## src/rtl/otter_muldiv_unit.sv

```systemverilog
// Iterative RV32M multiply/divide unit: radix-2 shift-add multiply, restoring divide,
// one iteration per clock, with start/busy/done handshake.
module otter_muldiv_unit #(
  parameter int WIDTH = 32,
  parameter int CNT_W = $clog2(WIDTH)
) (
  input  logic             clk,
  input  logic             rst_n,
  input  logic             start,
  input  logic [2:0]       op,
  input  logic [WIDTH-1:0] srcA,
  input  logic [WIDTH-1:0] srcB,
  output logic             ready,
  output logic             busy,
  output logic             done,
  output logic [WIDTH-1:0] result
);

  typedef enum logic [1:0] {IDLE, CALC, DONE} state_t;

  localparam logic [WIDTH-1:0] MOST_NEG = {1'b1, {(WIDTH-1){1'b0}}};

  state_t state, state_nxt;

  logic [2:0]       op_q;
  logic [WIDTH-1:0] acc_hi, acc_lo, opnd;
  logic             neg_res, neg_rem, last_iter;
  logic [CNT_W-1:0] cnt;

  logic             accept, is_div, a_signed, b_signed, a_neg, b_neg;
  logic             div_zero, div_ovf, special;
  logic [WIDTH-1:0] a_mag, b_mag, special_res;

  // Operand decode on the accepting edge: signedness, magnitudes and special cases.
  assign accept   = start && (state != CALC);
  assign is_div   = op[2];
  assign a_signed = is_div ? ~op[0] : (op[1:0] == 2'b01 || op[1:0] == 2'b10);
  assign b_signed = is_div ? ~op[0] : (op[1:0] == 2'b01);
  assign a_neg    = a_signed && srcA[WIDTH-1];
  assign b_neg    = b_signed && srcB[WIDTH-1];
  assign a_mag    = a_neg ? -srcA : srcA;
  assign b_mag    = b_neg ? -srcB : srcB;
  assign div_zero = is_div && (srcB == '0);
  assign div_ovf  = is_div && !op[0] && (srcA == MOST_NEG) && (srcB == '1);
  assign special  = div_zero || div_ovf;

  always_comb begin
    special_res = '0;
    if (div_zero)
      special_res = op[1] ? srcA : '1;
    else if (div_ovf)
      special_res = op[1] ? '0 : MOST_NEG;
  end

  // One iteration: multiply shifts {carry,hi,lo} right; divide shifts {hi,lo} left.
  logic [WIDTH:0]   mul_sum, div_shift, div_diff;
  logic [WIDTH-1:0] step_hi, step_lo;

  always_comb begin
    mul_sum   = {1'b0, acc_hi} + (acc_lo[0] ? {1'b0, opnd} : '0);
    div_shift = {acc_hi, acc_lo[WIDTH-1]};
    div_diff  = div_shift - {1'b0, opnd};
    step_hi   = acc_hi;
    step_lo   = acc_lo;
    if (op_q[2]) begin
      if (!div_diff[WIDTH]) begin
        step_hi = div_diff[WIDTH-1:0];
        step_lo = {acc_lo[WIDTH-2:0], 1'b1};
      end else begin
        step_hi = div_shift[WIDTH-1:0];
        step_lo = {acc_lo[WIDTH-2:0], 1'b0};
      end
    end else begin
      step_hi = mul_sum[WIDTH:1];
      step_lo = {mul_sum[0], acc_lo[WIDTH-1:1]};
    end
  end

  logic [2*WIDTH-1:0] prod_fix;
  logic [WIDTH-1:0]   quo_fix, rem_fix, final_res;

  always_comb begin
    prod_fix  = neg_res ? -{acc_hi, acc_lo} : {acc_hi, acc_lo};
    quo_fix   = neg_res ? -acc_lo : acc_lo;
    rem_fix   = neg_rem ? -acc_hi : acc_hi;
    final_res = '0;
    case (op_q)
      3'b000:                 final_res = prod_fix[WIDTH-1:0];
      3'b001, 3'b010, 3'b011: final_res = prod_fix[2*WIDTH-1:WIDTH];
      3'b100, 3'b101:         final_res = quo_fix;
      default:                final_res = rem_fix;
    endcase
  end

  always_ff @(posedge clk or negedge rst_n) begin
    if (!rst_n)
      state <= IDLE;
    else
      state <= state_nxt;
  end

  // CALC spends WIDTH iteration edges, then one edge applying sign correction.
  always_comb begin
    state_nxt = state;
    case (state)
      IDLE, DONE: begin
        if (accept)
          state_nxt = special ? DONE : CALC;
        else if (state == DONE)
          state_nxt = IDLE;
      end
      CALC:    if (last_iter) state_nxt = DONE;
      default: state_nxt = IDLE;
    endcase
  end

  always_ff @(posedge clk or negedge rst_n) begin
    if (!rst_n) begin
      op_q      <= '0;
      acc_hi    <= '0;
      acc_lo    <= '0;
      opnd      <= '0;
      neg_res   <= 1'b0;
      neg_rem   <= 1'b0;
      last_iter <= 1'b0;
      cnt       <= '0;
      result    <= '0;
    end else if (accept) begin
      op_q      <= op;
      cnt       <= '0;
      last_iter <= 1'b0;
      if (special) begin
        result <= special_res;
      end else begin
        acc_hi  <= '0;
        acc_lo  <= is_div ? a_mag : b_mag;
        opnd    <= is_div ? b_mag : a_mag;
        neg_res <= a_neg ^ b_neg;
        neg_rem <= a_neg;
      end
    end else if (state == CALC) begin
      if (!last_iter) begin
        acc_hi    <= step_hi;
        acc_lo    <= step_lo;
        cnt       <= cnt + 1'b1;
        last_iter <= (cnt == CNT_W'(WIDTH-1));
      end else begin
        result <= final_res;
      end
    end
  end

  assign busy  = (state == CALC);
  assign ready = (state != CALC);
  assign done  = (state == DONE);

endmodule

```

## config.mk

```make
export PLATFORM = sky130hd
export DESIGN_NAME = otter_muldiv_unit
export DESIGN_NICKNAME = d
export VERILOG_FILES = /design/src/rtl/otter_muldiv_unit.sv
export SDC_FILE = /design/constraint.sdc
export NUM_CORES = 1
export LEC_CHECK = 0
export CORE_MARGIN = 1.5
export CORE_UTILIZATION = 42
export CTS_BUF_LIST = sky130_fd_sc_hd__clkbuf_4
export CTS_CLUSTER_SIZE = 28
export DETAILED_ROUTE_END_ITERATION = 16
export PLACE_DENSITY_LB_ADDON = 0.25
export SETUP_SLACK_MARGIN = 0.05
export SYNTH_ARGS = -nofsm -noshare
export SYNTH_HDL_FRONTEND = slang
export SYNTH_SLANG_ARGS = --single-unit
```

## constraint.sdc

```tcl
create_clock -name clk -period 11.63 [get_ports clk]
set_clock_uncertainty 0.15 [all_clocks]
set_input_delay 2.9075 -clock clk [delete_from_list [all_inputs] [get_ports clk]]
set_output_delay 2.9075 -clock clk [all_outputs]
set_load 0.02 [all_outputs]
```

==> results of run 1 <==
[cells by family (layout without fill, tap and decap cells)]
kind of cell / after synthesis / in the layout
other: 0 / 1
AOI/OAI and AO/OA: 676 / 676
and+or+nand+nor: 623 / 623
xor gates and xnor gates: 194 / 194
buffers and inverters: 209 / 226
adders and majority gates: 74 / 74
DFF: 141 / 141
muxes: 56 / 56
[path summary, 6_finish.rpt]
| kind | startpoint | to | slack, ns |
|---|---|---|---|
| max in group asynchronous | rst_n | neg_res | 7.77 |
| worst min register to register | result[24] | result[24] | 0.34 |
| worst max register to register | acc_lo[31] | acc_hi[28] | 6.91 |
| worst min-delay path | result[24] | result[24] | 0.34 |
| min in group asynchronous | rst_n | result[28] | 2.15 |
| worst max-delay path | srcB[17] | opnd[7] | 4.79 |
[through the flow]
stage,hold WS [ns],instance area [um^2],setup slack (ns),instances,util (%)
after detailed placement,0.319,15800,4.22,2413,46.1
after CTS,0.348,16100,4.90,2445,46.9
final,0.344,16100,4.79,2446,46.9
after floorplan,0.300,14600,5.95,1973,-
after global routing,0.378,16100,4.70,2446,46.9
after global placement,0.313,15800,4.35,2413,46.1
[sequential cells by signal, indices dropped and copies added, names as in the netlist]
register,cells
state,2
acc_hi,32
op_q,3
opnd,32
cnt,5
acc_lo,32
neg_res,1
result,32
last_iter,1
neg_rem,1
[worst max-delay path, stage by stage]
cell	delay [ns]
clkdlybuf4s50_1	0.50
or4_1	0.62
or4_1	0.43
or3_1	0.42
nor4b_4	0.62
a21oi_1	0.43
nand2_2	0.20
buf_4	0.65
mux2_2	0.40
[Yosys cell counts, types with 21 or more instances]
cell / instances
nand2_1: 187
mux2i_1: 51
inv_1: 70
o21ai_0: 206
nor2_1: 216
a211oi_1: 23
a31oi_1: 21
nand2b_1: 24
o31ai_1: 29
a21o_1: 41
nand3_1: 32
xnor2_1: 108
nor3_1: 29
clkbuf_1: 116
or3_1: 26
ha_1: 72
dfrtp_1: 141
xor2_1: 85
a21oi_1: 197
[metal layers]
metal  global-route usage [%]  part of all wire, %
met5                        0                    0
met4                     12.8                  4.4
met3                     6.82                  9.2
met2                     44.1                   43
met1                     40.6                   43
[layout make-up]
cell class                 instances  area (um^2)
fill                            3461        18200
tap                              455          569
clock buffer                      17          128
clock inverter                    15          171
multi-input combinational       1623        10300
inverter                          72          270
sequential                       141         3530
timing repair buffer             122         1170
antenna                            1         2.50
[power by group]
part	internal [mW]	leakage, nW	switching (mW)
combinational	1.53	4.83	2.27
sequential	0.742	1.70	0.444
clock	0.148	0.155	0.209
==> results by group, run 1 <==
CTS
  • Cts bufs inserted: 17
  • CTS tree: done
  • Clock H-tree levels: 4
  • Root Buffer: clkbuf_4
  • CTS clk-pin slew, worst paths: 0.13 ns
  • Buffer levels on the longest clock path: 2
  • Worst-Skew Late Latency: 0.63 ns
  • Post-CTS Setup Bufs: 0
  • CTS Sinks: 141
  • Post-cts sizing count: 0
  • Post-CTS Hold Buffers: 0

Cells and area
  • Share of layout cells above drive strength 1: 4.47%
  • Most common cell after layout, fill and taps aside: nor2_1
  • Final #Nets: 2121
  • P&R area growth vs syn: 10.5%
  • Most frequent cells in the layout: nor2_1 (216), o21ai_0 (206), a21oi_1 (197)

Critical path
  • Worst-path maximum fanout: 79
  • WS Path Type: in -> reg
  • Req. time, crit path: 11.99 ns
  • CP startpoint kind: input port
  • Arrival time worst endpoint: 7.20 ns
  • Reg2reg path depth: 14
  • Crit end category: register

Hold path
  • Hold Path Depth: 1
  • Hold/Removal Path Class: reg -> reg

Floorplan
  • Core area: 34400 um^2
  • Number of top-level pins: 105
  • Initial core utilization: 42.5%
  • Horiz. Die Dim: 189 um
  • Die ar.: 35900 um^2
  • FP Rows: 68
  • Chip height: 189 um

Logic synthesis
  • Main combinational cell family by area after synthesis: compound AO/OA/AOI/OAI gates
  • Commonest register cell after synthesis: dfrtp_1
  • EDFF count, synth: 0
  • Top-area cell type share of the netlist area: 24.2%
  • Register area share after synthesis: 24.2%
  • Cells after synthesis: 1973
  • Biggest area consumer among synthesized cells: dfrtp_1
  • XOR/XNOR Fraction of Synth Area: 11.7%
  • Mapped cell area: 14600 um^2
  • Syn Nets: 2117
  • Synthesis Warnings: 0
  • Mean Syn Cell Area: 7.40 um^2
  • Post-synthesis compound-gate area fraction: 28.4%
  • FFs w/ async S/R, synth: 100%
  • FF+latch count, synth: 141
  • Yosys cell types: 79
  • Post-Synth Simple-Gate Area: 19.9%
  • Synth top area cells: dfrtp_1 (24%), o21ai_0 (7.1%), a21oi_1 (6.7%)
  • Mux cell area share after synthesis: 3.88%
  • Synth Area in Adders: 6.44%

STA
  • RSZ-0062 raised after global routing: no
  • Count of endpoints failing setup in the final report: 0
  • Final Cycle Share: 58.8%
  • Tmin final: 6.84 ns
  • Slew Limit Fails: 0
  • Setup TNS: 0 ns
  • Final Hold Fails: 0
  • Slew margin rel.: 18.2%
  • Highest Clock Rate: 146 MHz
  • Slew of the pin with the lowest slew margin: 1.23 ns

GRT
  • Tot GR Track Use: 29.5%
  • Total grt overflow: 0
  • Initial antenna violation count: 2
  • Vias in the first global route: 13.9k
  • First-pass GRT wire length: 81.5 mm
  • Largest net degree at the start of global routing: 83

Outcome
  • Outcome: finished, final reports clean

Route
  • DRC: 0
  • DR pass1 iterations: 7
  • ANT nets after route: 0
  • Vias/cell: 6.20
  • Total wire length: 53.3 mm
  • Routed vias: 15.2k
  • Initial DRC Count: 1599
  • DR WL/cell: 21.8 um

Place
  • Post-DP HPWL: 40.9 mm
  • PortBufs: 104
  • GPL Wtd Cong: 0.998

Power
  • Pwr dens: 332 nW/um^2
  • Maximum VDD drop: 207 uV
  • Leakage Power: 6.69 nW
  • Total power: 5.35 mW

Run
  • Max-cap violation count: 0
No activity file was read; power rests on OpenSTA's default activity.
==> run 2: changes to the inputs <==
==> constraint.sdc (replaced) <==
create_clock -name clk -period 6.15 [get_ports clk]
set_clock_uncertainty 0.15 [all_clocks]
set_input_delay 1.5375 -clock clk [delete_from_list [all_inputs] [get_ports clk]]
set_output_delay 1.5375 -clock clk [all_outputs]
set_load 0.02 [all_outputs]
==> results by group, run 2 (synthesis gave the netlist of run 1 again) <==
Outcome
  • Outcome: finished, final reports clean

Critical path
  • Arrival time worst endpoint: 5.48 ns
  • Worst-path maximum fanout: 40
  • Worst stage delay on the critical path: 0.95 ns
  • WP buf/inv: 5
  • Crit end category: register
  • WS Path Type: in -> reg
  • Crit path cell chain: clkdlybuf4s50_1 -> inv_1 -> ha_1 -> inv_1 -> nor4_1 -> buf_4 -> and4_1 -> a21oi_1 -> nand2_2 -> nand2_1 -> buf_4 -> o21ai_0 -> o22a_1
  • CP startpoint kind: input port
  • R2R Setup Slk: 1.35 ns
  • Reg2Reg Launch Point: acc_hi[16]
  • CP endpoint: acc_lo[28]
  • Crit-path slowest cell: a21oi_1
  • WP depth: 13
  • Worst R2R End: acc_hi[0]
  • Reg2reg path depth: 11
  • Top delay family on crit path: buffers and inverters
  • Crit. Startpoint: srcA[0]
  • Req. time, crit path: 6.50 ns

Route
  • Metal-1 WL: 24.6 mm
  • DRC: 0
  • Initial DRC Count: 1584
  • ANT nets after route: 0
  • Routed wl met2: 24.5 mm
  • Wire length on met3: 4.62 mm
  • Vias/cell: 6.28
  • DR WL/cell: 22.6 um
  • Routed vias: 15.4k
  • DR pass1 iterations: 6
  • DR top layer: met4
  • Total wire length: 55.6 mm

STA
  • Final Hold Fails: 0
  • Slew Limit Fails: 0
  • Final hold slack: 0.348 ns
  • Count of endpoints failing setup in the final report: 0
  • Setup TNS: 0 ns
  • Slew margin rel.: 14.2%
  • Slew of the pin with the lowest slew margin: 1.29 ns
  • RSZ-0062 raised after global routing: no
  • Final Cycle Share: 83.4%
  • Highest Clock Rate: 195 MHz
  • Tmin final: 5.13 ns

GRT
  • Tot GR Track Use: 30.5%
  • Largest net degree at the start of global routing: 93
  • First-pass GRT wire length: 83.6 mm
  • Initial antenna violation count: 1
  • Total grt overflow: 0
  • Vias in the first global route: 14.0k

Power
  • Maximum VDD drop: 360 uV
  • Total power: 10.3 mW
  • Clock network power share: 6.6%
  • Leakage Power: 6.75 nW
  • Psw: 5.70 mW
  • Int Power: 4.64 mW
  • Pwr dens: 636 nW/um^2
  • Sw Ratio: 55.2%
  • Reg power frac: 21.1%
  • Combinational Power Share: 72.3%

Cells and area
  • Final #Nets: 2134
  • Share of layout cells above drive strength 1: 5.09%
  • Fillers: 3529
  • P&R area growth vs syn: 11.3%
  • Most common cell after layout, fill and taps aside: nor2_1
  • Most frequent cells in the layout: nor2_1 (216), o21ai_0 (206), a21oi_1 (197)

CTS
  • Post-cts sizing count: 0
  • Worst-Skew Late Latency: 0.61 ns
  • Post-CTS Hold Buffers: 0
  • CTS Sinks: 141
  • CTS tree: done
  • Buffer levels on the longest clock path: 2
  • Cts bufs inserted: 17
  • Root Buffer: clkbuf_4
  • Post-CTS Setup Bufs: 0
  • Clock H-tree levels: 4
  • CTS clk-pin slew, worst paths: 0.14 ns

Floorplan
  • Horiz. Die Dim: 189 um
  • Die ar.: 35900 um^2
  • Chip height: 189 um
  • Core area: 34400 um^2
  • FP Rows: 68
  • Number of top-level pins: 105
  • Initial core utilization: 42.5%

Place
  • Post-DP HPWL: 42.8 mm
  • PortBufs: 104
  • GPL Wtd Cong: 0.960

Hold path
  • Hold/Removal Path Class: reg -> reg
  • Min-Delay Startpoint: opnd[17]

Run
  • Max-cap violation count: 0
[run 2: metal layers]
metal  vias to the layer above  global-route usage [%]
met5                         -                       0
met4                         0                    11.2
met3                       104                    4.76
met2                       750                    46.9
met1                      7433                    42.9
li1                       7146                       -
[run 2: area by class of cell]
class                      instances  area [um^2]  area share, %
multi-input combinational       1623        10300           63.3
timing repair buffer             135         1300           7.98
clock buffer                      18          135          0.831
antenna                            1         2.50         0.0154
sequential                       141         3530           21.7
tap                              455          569           3.50
inverter                          72          270           1.66
clock inverter                    14          159          0.978
[run 2: worst min-delay path, stage by stage, from the launching register on]
cell,delay [ns]
dfrtp_1,0.37
nand2_1,0.05
o21ai_0,0.06
[run 2: through the flow]
stage               cells  utilization, %  setup slack [ns]  cell area, um^2
floorplan            1973               -              1.84            14600
global placement     2426            46.4             0.634            16000
detailed placement   2426            46.4             0.538            16000
CTS                  2458            47.3              1.17            16300
global route         2459            47.3             0.917            16300
finish               2459            47.3              1.02            16300
[run 2: power by group through the flow]
stage / registers [mW] / logic, mW / clock network, mW
final: 2.18 / 7.47 / 0.687
after global routing: 2.22 / 8.18 / 0.725
after CTS: 2.14 / 7.34 / 0.688
after detailed placement: 2.16 / 7.31 / 0
after global placement: 2.15 / 7.23 / 0
after floorplan: 1.88 / 5.39 / 0
[run 2: worst min-delay path by stage]
stage	to	slack [ns]	depth (start not counted)
global placement	result[2]	0.32	1
global route	result[2]	0.37	1
CTS	opnd[2]	0.35	2
detailed placement	result[2]	0.32	1
finish	opnd[17]	0.35	2
floorplan	opnd[30]	0.30	1
==> run 3: changes to the inputs <==
==> constraint.sdc (replaced) <==
create_clock -name clk -period 4.4 [get_ports clk]
set_clock_uncertainty 0.15 [all_clocks]
set_input_delay 1.1 -clock clk [delete_from_list [all_inputs] [get_ports clk]]
set_output_delay 1.1 -clock clk [all_outputs]
set_load 0.02 [all_outputs]
==> results by group, run 3 (synthesis gave the netlist of run 1 again) <==
Outcome
  • Outcome: finished, final reports clean

Cells and area
  • Fin area: 16800 um^2
  • Most common cell after layout, fill and taps aside: nor2_1
  • Most frequent cells in the layout: nor2_1 (216), o21ai_0 (206), a21oi_1 (197)
  • P&R area growth vs syn: 15.3%
  • Final #Nets: 2201
  • Share of layout cells above drive strength 1: 8.16%
  • Finished Layout Cells: 2527
  • Finished Core Util: 49.0%

Floorplan
  • Die ar.: 35900 um^2
  • Horiz. Die Dim: 189 um
  • FP Rows: 68
  • Core area: 34400 um^2
  • Initial core utilization: 42.5%
  • Chip height: 189 um
  • Number of top-level pins: 105

Power
  • Maximum VDD drop: 565 uV
  • Leakage Power: 7.11 nW
  • Pwr dens: 872 nW/um^2
  • Total power: 14.7 mW

STA
  • Slew margin rel.: 30.4%
  • Final hold slack: 0.328 ns
  • Slew of the pin with the lowest slew margin: 1.04 ns
  • RSZ-0062 raised after global routing: no
  • Final Hold Fails: 0
  • Setup TNS: 0 ns
  • Final Cycle Share: 92.8%
  • Count of endpoints failing setup in the final report: 0
  • Slew Limit Fails: 0
  • Final setup margin: 0.319 ns
  • Tmin final: 4.08 ns
  • Highest Clock Rate: 245 MHz

CTS
  • Root Buffer: clkbuf_4
  • Clock H-tree levels: 4
  • Cts bufs inserted: 17
  • CTS tree: done
  • Buffer levels on the longest clock path: 2
  • Post-CTS Hold Buffers: 0
  • Worst-Skew Late Latency: 0.61 ns
  • CTS clk-pin slew, worst paths: 0.14 ns
  • Post-CTS Setup Bufs: 0
  • Post-cts sizing count: 0
  • CTS Sinks: 141

GRT
  • Total grt overflow: 0
  • Initial antenna violation count: 1
  • First-pass GRT wire length: 84.8 mm
  • Vias in the first global route: 14.4k
  • Tot GR Track Use: 30.7%
  • Largest net degree at the start of global routing: 67

Critical path
  • CP startpoint kind: register
  • Worst-path maximum fanout: 16
  • Top delay family on crit path: compound AO/OA/AOI/OAI gates
  • Crit-path slowest cell: a221oi_1
  • Worst stage delay on the critical path: 0.53 ns
  • Arrival time worst endpoint: 4.41 ns
  • WP buf/inv: 2
  • Crit path cell chain: inv_1 -> buf_4 -> nor2_1 -> ha_1 -> a21o_1 -> a21oi_1 -> o211ai_1 -> a211o_1 -> and3_1 -> a221oi_1 -> o311ai_0 -> a31oi_1 -> xor2_1 -> o21ai_0
  • Crit end category: register
  • Req. time, crit path: 4.73 ns
  • WS Path Type: reg -> reg

Route
  • DRC: 0
  • DR WL/cell: 21.9 um
  • Total wire length: 55.3 mm
  • Routed vias: 15.5k
  • ANT nets after route: 0
  • Initial DRC Count: 1927
  • Vias/cell: 6.13
  • DR pass1 iterations: 8

Place
  • Pre-CTS WS: -0.0964 ns
  • Placed insts: 2493
  • Area after DPL: 16500 um^2
  • PortBufs: 104
  • Post-DP HPWL: 43.3 mm
  • GPL Wtd Cong: 0.984

Run
  • Max-cap violation count: 0

Hold path
  • Hold/Removal Path Class: in -> async
[run 3: cell types whose count changed in the layout (fill, tap and decap cells not counted), sizes merged]
cell      before  now
diode          1    2
inv           77   76
clkinv         4    5
buf           33  100
clkbuf        18   17
clkinvlp       3    4
[run 3: worst paths after layout]
kind	start	endpoint	slack, ns	cells past startpoint
worst max-delay path	acc_lo[0]	acc_hi[28]	0.32	14
worst min-delay path	rst_n	result[19]	0.33	1
worst max register to register	acc_lo[0]	acc_hi[28]	0.32	14
worst min register to register	opnd[4]	opnd[4]	0.35	2
max in group asynchronous	rst_n	neg_res	2.94	2
min in group clk	opnd[4]	opnd[4]	0.35	2
[run 3: area by class of cell]
type / instances / area, um^2
Fill cell: 3420 / 17500
Multi-Input combinational cell: 1623 / 10300
Sequential cell: 141 / 3530
Timing Repair Buffer: 202 / 1890
Tap cell: 455 / 569
Inverter: 72 / 270
Clock inverter: 15 / 163
Clock buffer: 17 / 128
Antenna cell: 2 / 5.00
[run 3: power breakdown]
group | switching [mW] | internal [mW] | total, mW | leakage (nW)
clock | 0.574 | 0.345 | 0.919 | 0.145
combinational | 6.39 | 4.43 | 10.8 | 5.26
sequential | 0.985 | 1.96 | 2.95 | 1.70
total | 7.95 | 6.74 | 14.7 | 7.11
[run 3: metal layers]
layer / wire length (um) / GRT usage [%] / share of wire, %
met5: 0 / 0 / 0
met4: 2400 / 12.4 / 4.3
met3: 4820 / 5.08 / 8.7
met2: 24300 / 47.5 / 44
met1: 23800 / 42.5 / 43
[run 3: worst register-to-register path: stages, from the launching register on]
cell	delay, ns
dfrtp_1	0.51
inv_1	0.12
buf_4	0.24
nor2_1	0.09
ha_1	0.36
a21o_1	0.19
a21oi_1	0.28
o211ai_1	0.15
a211o_1	0.33
and3_1	0.24
a221oi_1	0.53
o311ai_0	0.24
a31oi_1	0.25
xor2_1	0.17
o21ai_0	0.09
==> patch, RTL diff (flow settings as in run 3) <==
Reset style: synchronous (`rst_n`), changed in 2 clocked blocks.
--- a/src/rtl/otter_muldiv_unit.sv
+++ b/src/rtl/otter_muldiv_unit.sv
@@ -92,7 +92,7 @@
     endcase
   end
 
-  always_ff @(posedge clk or negedge rst_n) begin
+  always_ff @(posedge clk) begin
     if (!rst_n)
       state <= IDLE;
     else
@@ -114,7 +114,7 @@
     endcase
   end
 
-  always_ff @(posedge clk or negedge rst_n) begin
+  always_ff @(posedge clk) begin
     if (!rst_n) begin
       op_q      <= '0;
       acc_hi    <= '0;
Check against the original RTL: differs if rst_n is asserted again (counterexample within 4 cycles, from zero or initial values and one cycle with rst_n low); with rst_n held inactive, the same outputs for 4 cycles.
==> patch against run 3 <==
  * Routed wire length grew 2.6%
  * Sequential cell count is the same
  * Area after synthesis shrank 1.2%
  * Non-clock buffer count shrank 6
  * Maximum frequency grew 1.6%
  * Cell area shrank 2.7%
  * Worst setup slack gained 0.064 ns
Power is left out: it rests on default switching activity, and per cell area and clock period it moved more than threefold.
==> patch: results (changes against run 3) <==
The number of global-route vias before repair was 14297 (-0.79%). The synthesized-area fraction occupied by ao, oa, aoi and oai cells came to 31.2% (+2.7 points). The final HPWL from detailed placement is 44.4 mm (+2.5%).

The dominant delay contributor by cell family on the critical path is simple AND/OR/NAND/NOR gates. Yosys attributes the largest share of cell area to sky130_fd_sc_hd__dfxtp_1 20%, sky130_fd_sc_hd__o21ai_0 6.3%, sky130_fd_sc_hd__ha_1 6.2%. The data arrival at the endpoint of the critical path came out at 4.31 ns (-0.10 ns). The aggregate global-route resource usage is 31.0% (+0.29 points).

Counting instances in the post-synthesis netlist gives the leading cell types as 222 x sky130_fd_sc_hd__nand2_1, 184 x sky130_fd_sc_hd__nor2_1, 182 x sky130_fd_sc_hd__o21ai_0. The cell area after placement came out at 16100 sq um (-2.6%). The count of nets after finishing is 2236 (+1.6%). The slew of the pin with the lowest slew margin came out at 1.15 ns (+0.102 ns). The routability-driven placement congestion ratio was 1.02 (+3.4%).

The share of flip-flops with an asynchronous set or reset came out at 0% (-100 points). The flow ran to the end, and the final reports show no timing, DRC or antenna violations. The largest fanout on the critical path was 8 (-8).

The worst-case hold slack came out at 0.310 ns (-0.0180 ns). The synthesized-area fraction occupied by adder cells came out at 6.52% (+0.081 points). The post-synthesis xor/xnor area fraction came out at 10.7% (-0.94 points). The share of synthesized area spent on multiplexers came out at 3.57% (-0.31 points). The aggregate routed wire length is 56.7 mm (+2.6%). The fraction of final layout cells with drive strength greater than 1 came to 7.98% (-0.18 points). The stage delay of the slowest cell on the critical path came out at 0.75 ns (+0.22 ns). The prevailing post-synth register cell is sky130_fd_sc_hd__dfxtp_1. The type of the most critical hold path is flop to flop. The clock insertion delay at the later pin of the skew report came out at 0.59 ns (-0.02 ns).

The proportion of synthesized chip area in sequential cells came out at 19.6% (-4.6 points). The via density per instance is 6.26 (+2.1%). The number of placed instances, taps included came out at 2521 (+1.1%). The number of vias in the routed layout is 15984 (+3.2%). The wire length of the first global-routing pass is 85.8 mm (+1.2%). The maximum number of pins on one net before global-route repair came out at 87 (+30%). The register-to-register setup slack is 0.38 ns (+0.06 ns). The post-synthesis cell count is 2032 (+3.0%). Tracing the worst setup path back leads to its startpoint at acc_lo[0]$_SDFFE_PN0P_. The worst setup slack before clock tree synthesis came out at 0.0221 ns (+0.119 ns).
## patch: cell count changes after synthesis, sizes merged, moves of 16 or more
| cell | change |
|---|---|
| o211ai | +16 |
| nor2 | -31 |
| nand2 | +34 |
| dfrtp | -141 |
| dfxtp | +141 |
| and2 | +16 |
| o21ai | -22 |
| a21oi | -35 |
| xnor2 | -18 |
| a21boi | +23 |
## patch: layout make-up
| class | instances | area, sq um |
|---|---|---|
| clock buffers | 19 | 143 |
| flip-flops and latches | 141 | 2830 |
| diodes | 1 | 2.50 |
| fillers | 3441 | 17300 |
| well taps | 448 | 561 |
| inverters | 65 | 244 |
| multi-input cells | 1671 | 10700 |
| clock inverters | 13 | 139 |
| repair buffers | 196 | 1750 |
## patch: layer usage
metal,vias to the layer above,routed length (um),track usage [%]
li1,7519,-,-
met1,7502,24600,42.4
met2,827,23900,46.2
met3,134,5520,7.04
met4,2,2710,14.2
met5,-,13,0
